`src/rtl/pic_core_n.sv`:
```
// Parametrised programmable interrupt controller core: synchronised request lines,
// fixed/rotating priority, nested in-service tracking and a two-strobe acknowledge.
module pic_core_n #(
    parameter int unsigned NUM_IRQ = 16,
    parameter int unsigned VEC_W   = 8
) (
    input  logic               clk,
    input  logic               reset,
    input  logic [NUM_IRQ-1:0] irq_lines,
    input  logic               wr_en,
    input  logic [1:0]         wr_addr,
    input  logic [31:0]        wr_data,
    input  logic               rd_en,
    input  logic [1:0]         rd_addr,
    output logic [31:0]        rd_data,
    input  logic               inta,
    output logic               int_o,
    output logic [VEC_W-1:0]   vec_o,
    output logic               vec_valid
);

    localparam int unsigned     ID_W    = $clog2(NUM_IRQ);
    localparam logic [ID_W-1:0] LastId  = ID_W'(NUM_IRQ - 1);
    localparam logic [ID_W:0]   NumIrqW = (ID_W + 1)'(NUM_IRQ);

    typedef enum logic {StIdle, StAck2} state_e;

    logic [NUM_IRQ-1:0] sync1_q, sync1_d, sync2_q, sync2_d, prev_q, prev_d;
    logic [NUM_IRQ-1:0] irr_q, irr_d, isr_q, isr_d, mask_q, mask_d, trig_q, trig_d;
    logic [VEC_W-1:0]   base_q, base_d, vec_q, vec_d;
    logic               rot_q, rot_d, aeoi_q, aeoi_d;
    logic [ID_W-1:0]    last_q, last_d, id_q, id_d;
    state_e             state_q, state_d;
    logic               spur_q, spur_d, int_q, int_d, vec_valid_q, vec_valid_d;
    logic [31:0]        rd_data_q, rd_data_d;

    logic [NUM_IRQ-1:0] pend, rise, isr_set, isr_clr;
    logic [ID_W-1:0]    start, pend_rank, isr_rank, win_id, isr_top_id, eoi_id;
    logic               pend_any, isr_any, win_ok, ack1, ack2, eoi_id_ok;
    logic               unused_wr;

    assign unused_wr = ^wr_data;

    // Rotate so that bit 0 of the result is the highest-priority channel.
    function automatic logic [NUM_IRQ-1:0] rotate_vec(input logic [NUM_IRQ-1:0] v,
                                                      input logic [ID_W-1:0]    s);
        logic [2*NUM_IRQ-1:0] dbl;
        dbl = {v, v};
        return dbl[s +: NUM_IRQ];
    endfunction

    function automatic logic [ID_W-1:0] lowest_set(input logic [NUM_IRQ-1:0] v);
        logic [ID_W-1:0] r;
        r = '0;
        for (int j = NUM_IRQ - 1; j >= 0; j--) begin
            if (v[j]) r = ID_W'(j);
        end
        return r;
    endfunction

    function automatic logic [ID_W-1:0] rank_to_id(input logic [ID_W-1:0] r,
                                                   input logic [ID_W-1:0] s);
        logic [ID_W:0] sum;
        sum = {1'b0, r} + {1'b0, s};
        if (sum >= NumIrqW) sum = sum - NumIrqW;
        return sum[ID_W-1:0];
    endfunction

    always_comb begin
        start      = (rot_q && last_q != LastId) ? last_q + 1'b1 : '0;
        pend       = irr_q & ~mask_q;
        pend_any   = |pend;
        isr_any    = |isr_q;
        pend_rank  = lowest_set(rotate_vec(pend, start));
        isr_rank   = lowest_set(rotate_vec(isr_q, start));
        win_id     = rank_to_id(pend_rank, start);
        isr_top_id = rank_to_id(isr_rank, start);
        win_ok     = pend_any && (!isr_any || pend_rank < isr_rank);
        rise       = sync2_q & ~prev_q;
        ack1       = (state_q == StIdle) && inta;
        ack2       = (state_q == StAck2) && inta;
        eoi_id     = wr_data[ID_W-1:0];
        eoi_id_ok  = {1'b0, eoi_id} < NumIrqW;
    end

    always_comb begin
        sync1_d     = irq_lines;
        sync2_d     = sync1_q;
        prev_d      = sync2_q;
        mask_d      = mask_q;
        trig_d      = trig_q;
        base_d      = base_q;
        rot_d       = rot_q;
        aeoi_d      = aeoi_q;
        last_d      = last_q;
        state_d     = state_q;
        id_d        = id_q;
        spur_d      = spur_q;
        vec_d       = vec_q;
        vec_valid_d = 1'b0;
        rd_data_d   = rd_data_q;
        isr_set     = '0;
        isr_clr     = '0;

        for (int i = 0; i < NUM_IRQ; i++) begin
            irr_d[i] = trig_q[i] ? sync2_q[i] : (irr_q[i] | rise[i]);
        end

        if (wr_en) begin
            unique case (wr_addr)
                2'd0: mask_d = wr_data[NUM_IRQ-1:0];
                2'd1: trig_d = wr_data[NUM_IRQ-1:0];
                2'd2: begin
                    base_d = wr_data[VEC_W-1:0];
                    rot_d  = wr_data[16];
                    aeoi_d = wr_data[17];
                end
                2'd3: begin
                    if (wr_data[8]) begin
                        if (eoi_id_ok) isr_clr[eoi_id] = 1'b1;
                    end else if (isr_any) begin
                        isr_clr[isr_top_id] = 1'b1;
                        last_d              = isr_top_id;
                    end
                end
                default: ;
            endcase
        end

        if (ack1) begin
            state_d = StAck2;
            if (win_ok) begin
                id_d            = win_id;
                spur_d          = 1'b0;
                isr_set[win_id] = 1'b1;
                // A fresh edge arriving on the same cycle stays pending.
                if (!trig_q[win_id]) irr_d[win_id] = rise[win_id];
            end else begin
                id_d   = LastId;
                spur_d = 1'b1;
            end
        end else if (ack2) begin
            state_d     = StIdle;
            vec_d       = base_q + VEC_W'(id_q);
            vec_valid_d = 1'b1;
            if (aeoi_q && !spur_q) begin
                isr_clr[id_q] = 1'b1;
                last_d        = id_q;
            end
        end

        // Clear before set so an acknowledge beats a same-cycle EOI on that bit.
        isr_d = (isr_q & ~isr_clr) | isr_set;
        int_d = (state_q == StIdle) && !inta && win_ok;

        if (rd_en) begin
            unique case (rd_addr)
                2'd0: rd_data_d = 32'(irr_q);
                2'd1: rd_data_d = 32'(isr_q);
                2'd2: rd_data_d = 32'(mask_q);
                2'd3: rd_data_d = {14'b0, aeoi_q, rot_q, 16'(base_q)};
                default: ;
            endcase
        end
    end

    always_ff @(posedge clk or posedge reset) begin
        if (reset) begin
            sync1_q     <= '0;
            sync2_q     <= '0;
            prev_q      <= '0;
            irr_q       <= '0;
            isr_q       <= '0;
            mask_q      <= '1;
            trig_q      <= '0;
            base_q      <= '0;
            rot_q       <= 1'b0;
            aeoi_q      <= 1'b0;
            last_q      <= LastId;
            state_q     <= StIdle;
            id_q        <= '0;
            spur_q      <= 1'b0;
            int_q       <= 1'b0;
            vec_q       <= '0;
            vec_valid_q <= 1'b0;
            rd_data_q   <= '0;
        end else begin
            sync1_q     <= sync1_d;
            sync2_q     <= sync2_d;
            prev_q      <= prev_d;
            irr_q       <= irr_d;
            isr_q       <= isr_d;
            mask_q      <= mask_d;
            trig_q      <= trig_d;
            base_q      <= base_d;
            rot_q       <= rot_d;
            aeoi_q      <= aeoi_d;
            last_q      <= last_d;
            state_q     <= state_d;
            id_q        <= id_d;
            spur_q      <= spur_d;
            int_q       <= int_d;
            vec_q       <= vec_d;
            vec_valid_q <= vec_valid_d;
            rd_data_q   <= rd_data_d;
        end
    end

    assign int_o     = int_q;
    assign vec_o     = vec_q;
    assign vec_valid = vec_valid_q;
    assign rd_data   = rd_data_q;

endmodule

```
`config.mk`:
```
export PLATFORM = sky130hd
export DESIGN_NAME = pic_core_n
export DESIGN_NICKNAME = d
export VERILOG_FILES = /design/src/rtl/pic_core_n.sv
export SDC_FILE = /design/constraint.sdc
export NUM_CORES = 1
export LEC_CHECK = 0
export ABC_AREA = 1
export CORE_MARGIN = 3
export CORE_UTILIZATION = 50
export DETAILED_ROUTE_END_ITERATION = 6
export HOLD_SLACK_MARGIN = 0.15
export PLACE_DENSITY = 0.7
export SYNTH_ARGS = -nofsm -noshare
export SYNTH_HDL_FRONTEND = slang
export SYNTH_SLANG_ARGS = --single-unit
```
`constraint.sdc`:
```
create_clock -name clk -period 8.3 [get_ports clk]
set_clock_uncertainty 0.2 [all_clocks]
set_input_delay 2.075 -clock clk [delete_from_list [all_inputs] [get_ports clk]]
set_output_delay 2.075 -clock clk [all_outputs]
set_load 0.05 [all_outputs]
```
==> results.json <==
{
  "yosysTopAreaCell": "dfrtp_1",
  "layout.cell_area.non_filler_mm2": 0.0114,
  "largest_fanout_on_the_critical_path": 52,
  "yosysSeqAreaShare": 0.398,
  "yosys-mux-area-fraction": 0.00223,
  "slew_viol_final": 0,
  "cts_hold_repair.buffers": 0,
  "cp_num_cells": 38,
  "hold_depth": 0,
  "rd_place_congestion": 1.01,
  "cts_post_setup_buffers_inserted": 0,
  "antenna_found_initial": 0,
  "final.min_clock_period_ns": 6.34,
  "final_hold_viol_count": 0,
  "synth-edff-count": 0,
  "worst_ep_arrival_time_ns": 6.45,
  "achievable-frequency_mhz": 158,
  "first_pass_iters": 5,
  "cts-resized-gates": 0,
  "async_flop_share": 1.00,
  "dp_worst_setup_slack_ns": 1.96,
  "detail-route-antenna-nets": 0,
  "per_instance_average_area_after_synthesis_um2": 7.10,
  "h-tree-depth": 4,
  "vias_per_cell": 5.59,
  "synth-adder-area-share": 0.0233,
  "detail_route.wl_per_cell_um": 16.8,
  "die-height_um": 148,
  "synth_ff_type": "dfrtp_1",
  "synth.ff_latch_count": 160,
  "tritoncts": "done",
  "place.detailed.hpwl_mm": 21.9,
  "grt_first_pass_wirelength_mm": 47.3,
  "detailroute.via_count": 9733,
  "xor_and_xnor_fraction_of_the_mapped_netlist_area": 0.00520,
  "start_util": 0.514,
  "clk_latency_ns": 0.43,
  "worst_r2r_path_depth": 38,
  "core-area_mm2": 0.0197,
  "layout.nets": 1536,
  "cts-root-buf": "clkbuf_16",
  "placement.cell_area_mm2": 0.0108,
  "crit_top_cell": "nand2_1",
  "cts_buffer_depth": 2,
  "hp-class": "reg -> reg",
  "fin_crit_sh": 0.764,
  "reg2reg_slack_ns": 1.96,
  "outcome": "finished clean",
  "routed_wl_mm": 29.3,
  "area.growth.synth_to_final_pct": 12.9,
  "rows": 51,
  "post_synth_inst_count": 1424,
  "drv.max_cap_violation_count": 0,
  "cp-start-kind": "flip-flop",
  "synthesized_area_fraction_occupied_by_ao_oa_aoi_and_oai_cells": 0.139,
  "crit_path_max_incr_delay_ns": 0.76,
  "io_buffer_count": 70,
  "final_critical_path_setup_slack_ns": 1.96,
  "cts-buffers-inserted": 17,
  "critical_path.top_delay_family": "simple AND/OR/NAND/NOR gates",
  "layout.cells.most_common": "nand2_1",
  "globalRouteOverflowTotal": 0,
  "setup_repair_after_global_routing_missed_its_margin": "no",
  "grt_max_degree": 82,
  "cp-end-kind": "flip-flop",
  "critPathKind": "reg -> reg",
  "ys_types": 55,
  "drc_errors": 0,
  "timing.setup.tns_ns": 0,
  "netlist_area_before_placement_mm2": 0.0101,
  "die_w_um": 148,
  "post-synth-top-area-fraction": 0.346,
  "critical_path.slowest_cell": "xnor2_1",
  "largest_family_of_logic_cells_by_synthesized_area": "simple AND/OR/NAND/NOR gates",
  "gr-usage-all-layers": 0.271,
  "dieArea_mm2": 0.0220,
  "worst-slew-pin-transition_ns": 1.12,
  "detail_route.iter0.violations": 1112,
  "io_pins": 99,
  "post_synth_main_area_contributors": "dfrtp_1 (35%), nand2_1 (16%), inv_1 (6.7%)",
  "first_global_vias": 9103,
  "clock_sink_count": 160,
  "timing.critical_path.required_ns": 8.41,
  "path_clk_slew_ns": 0.07,
  "fraction_of_final_layout_cells_with_drive_strength_greater_than_1": 0.0678,
  "max_slew_margin": 0.248,
  "synth_simple_gate_area_share": 0.319,
  "final_cell_mix": "nand2_1 (429), inv_1 (179), dfrtp_1 (140)",
  "ys.warnings.count": 0,
  "antenna-diode-count": 0,
  "timing.critical_path.buf_inv": 5,
  "final-setup-viol-count": 0
}
-- cell usage after synthesis (20+ instances only) --
cell and instances:
o21ai_1 21, o22ai_1 35, dfrtp_1 140, dfstp_2 20, nand3_1 110, inv_1 180
nor2_1 103, buf_4 25, o21ai_0 105, nand4_1 59, a21oi_1 27, nand2_1 429
-- registers in the layout, indices dropped and copies added, names as in the netlist --
| name | cells |
|---|---|
| id_q | 4 |
| last_q | 4 |
| state_q | 1 |
| mask_q | 16 |
| vec_o | 8 |
| prev_d | 16 |
| spur_q | 1 |
| vec_valid | 1 |
| trig_q | 16 |
| isr_q | 16 |
| base_q | 8 |
| irr_q | 16 |
| sync1_q | 16 |
| prev_q | 16 |
| aeoi_q | 1 |
| int_o | 1 |
| rot_q | 1 |
| rd_data | 18 |
-- final cells by class --
class | count | area [um2]
fill | 1918 | 8240
multi-input combinational | 1016 | 4990
clock buffer | 18 | 429
clock inverter | 14 | 170
sequential | 160 | 4030
tap | 265 | 332
inverter | 194 | 738
timing repair buffer | 73 | 723
-- cells by family after synthesis --
group / count (synthesis)
AO/OA/AOI/OAI: 240
XOR/XNOR: 6
adder cells (fa/ha/maj): 17
buffers and inverters: 261
flip-flops: 160
multiplexers: 2
other: 1
AND/OR/NAND/NOR: 737
-- layer usage --
| layer | up-vias | GRT usage | routed length (um) |
|---|---|---|---|
| met5 | - | 0 | 0 |
| met1 | 4568 | 0.373 | 12900 |
| met3 | 39 | 0.0555 | 2200 |
| met4 | 0 | 0.0781 | 576 |
| met2 | 403 | 0.438 | 13600 |
| li1 | 4723 | - | - |
-- per-stage QoR --
stage / util / hold slack (ns) / cells
2_1_floorplan: - / 0.131 / 1437
3_3_place_gp: 0.550 / 0.131 / 1708
3_5_place_dp: 0.550 / 0.135 / 1708
4_1_cts: 0.581 / 0.150 / 1740
5_1_grt: 0.581 / 0.156 / 1740
6_report: 0.581 / 0.148 / 1740
-- path summary, 6_finish.rpt --
kind | from | endpoint
setup / recovery | last_q[0] | irr_q[3]
hold / removal | sync1_q[6] | prev_d[6]
setup reg to reg | last_q[0] | irr_q[3]
hold reg to reg | sync1_q[6] | prev_d[6]
max in group asynchronous | reset | vec_o[0]
min in group asynchronous | reset | sync1_q[7]
Power is not shown: default switching activity piles up to over one toggle a cycle in this logic, so the estimate is an artifact.
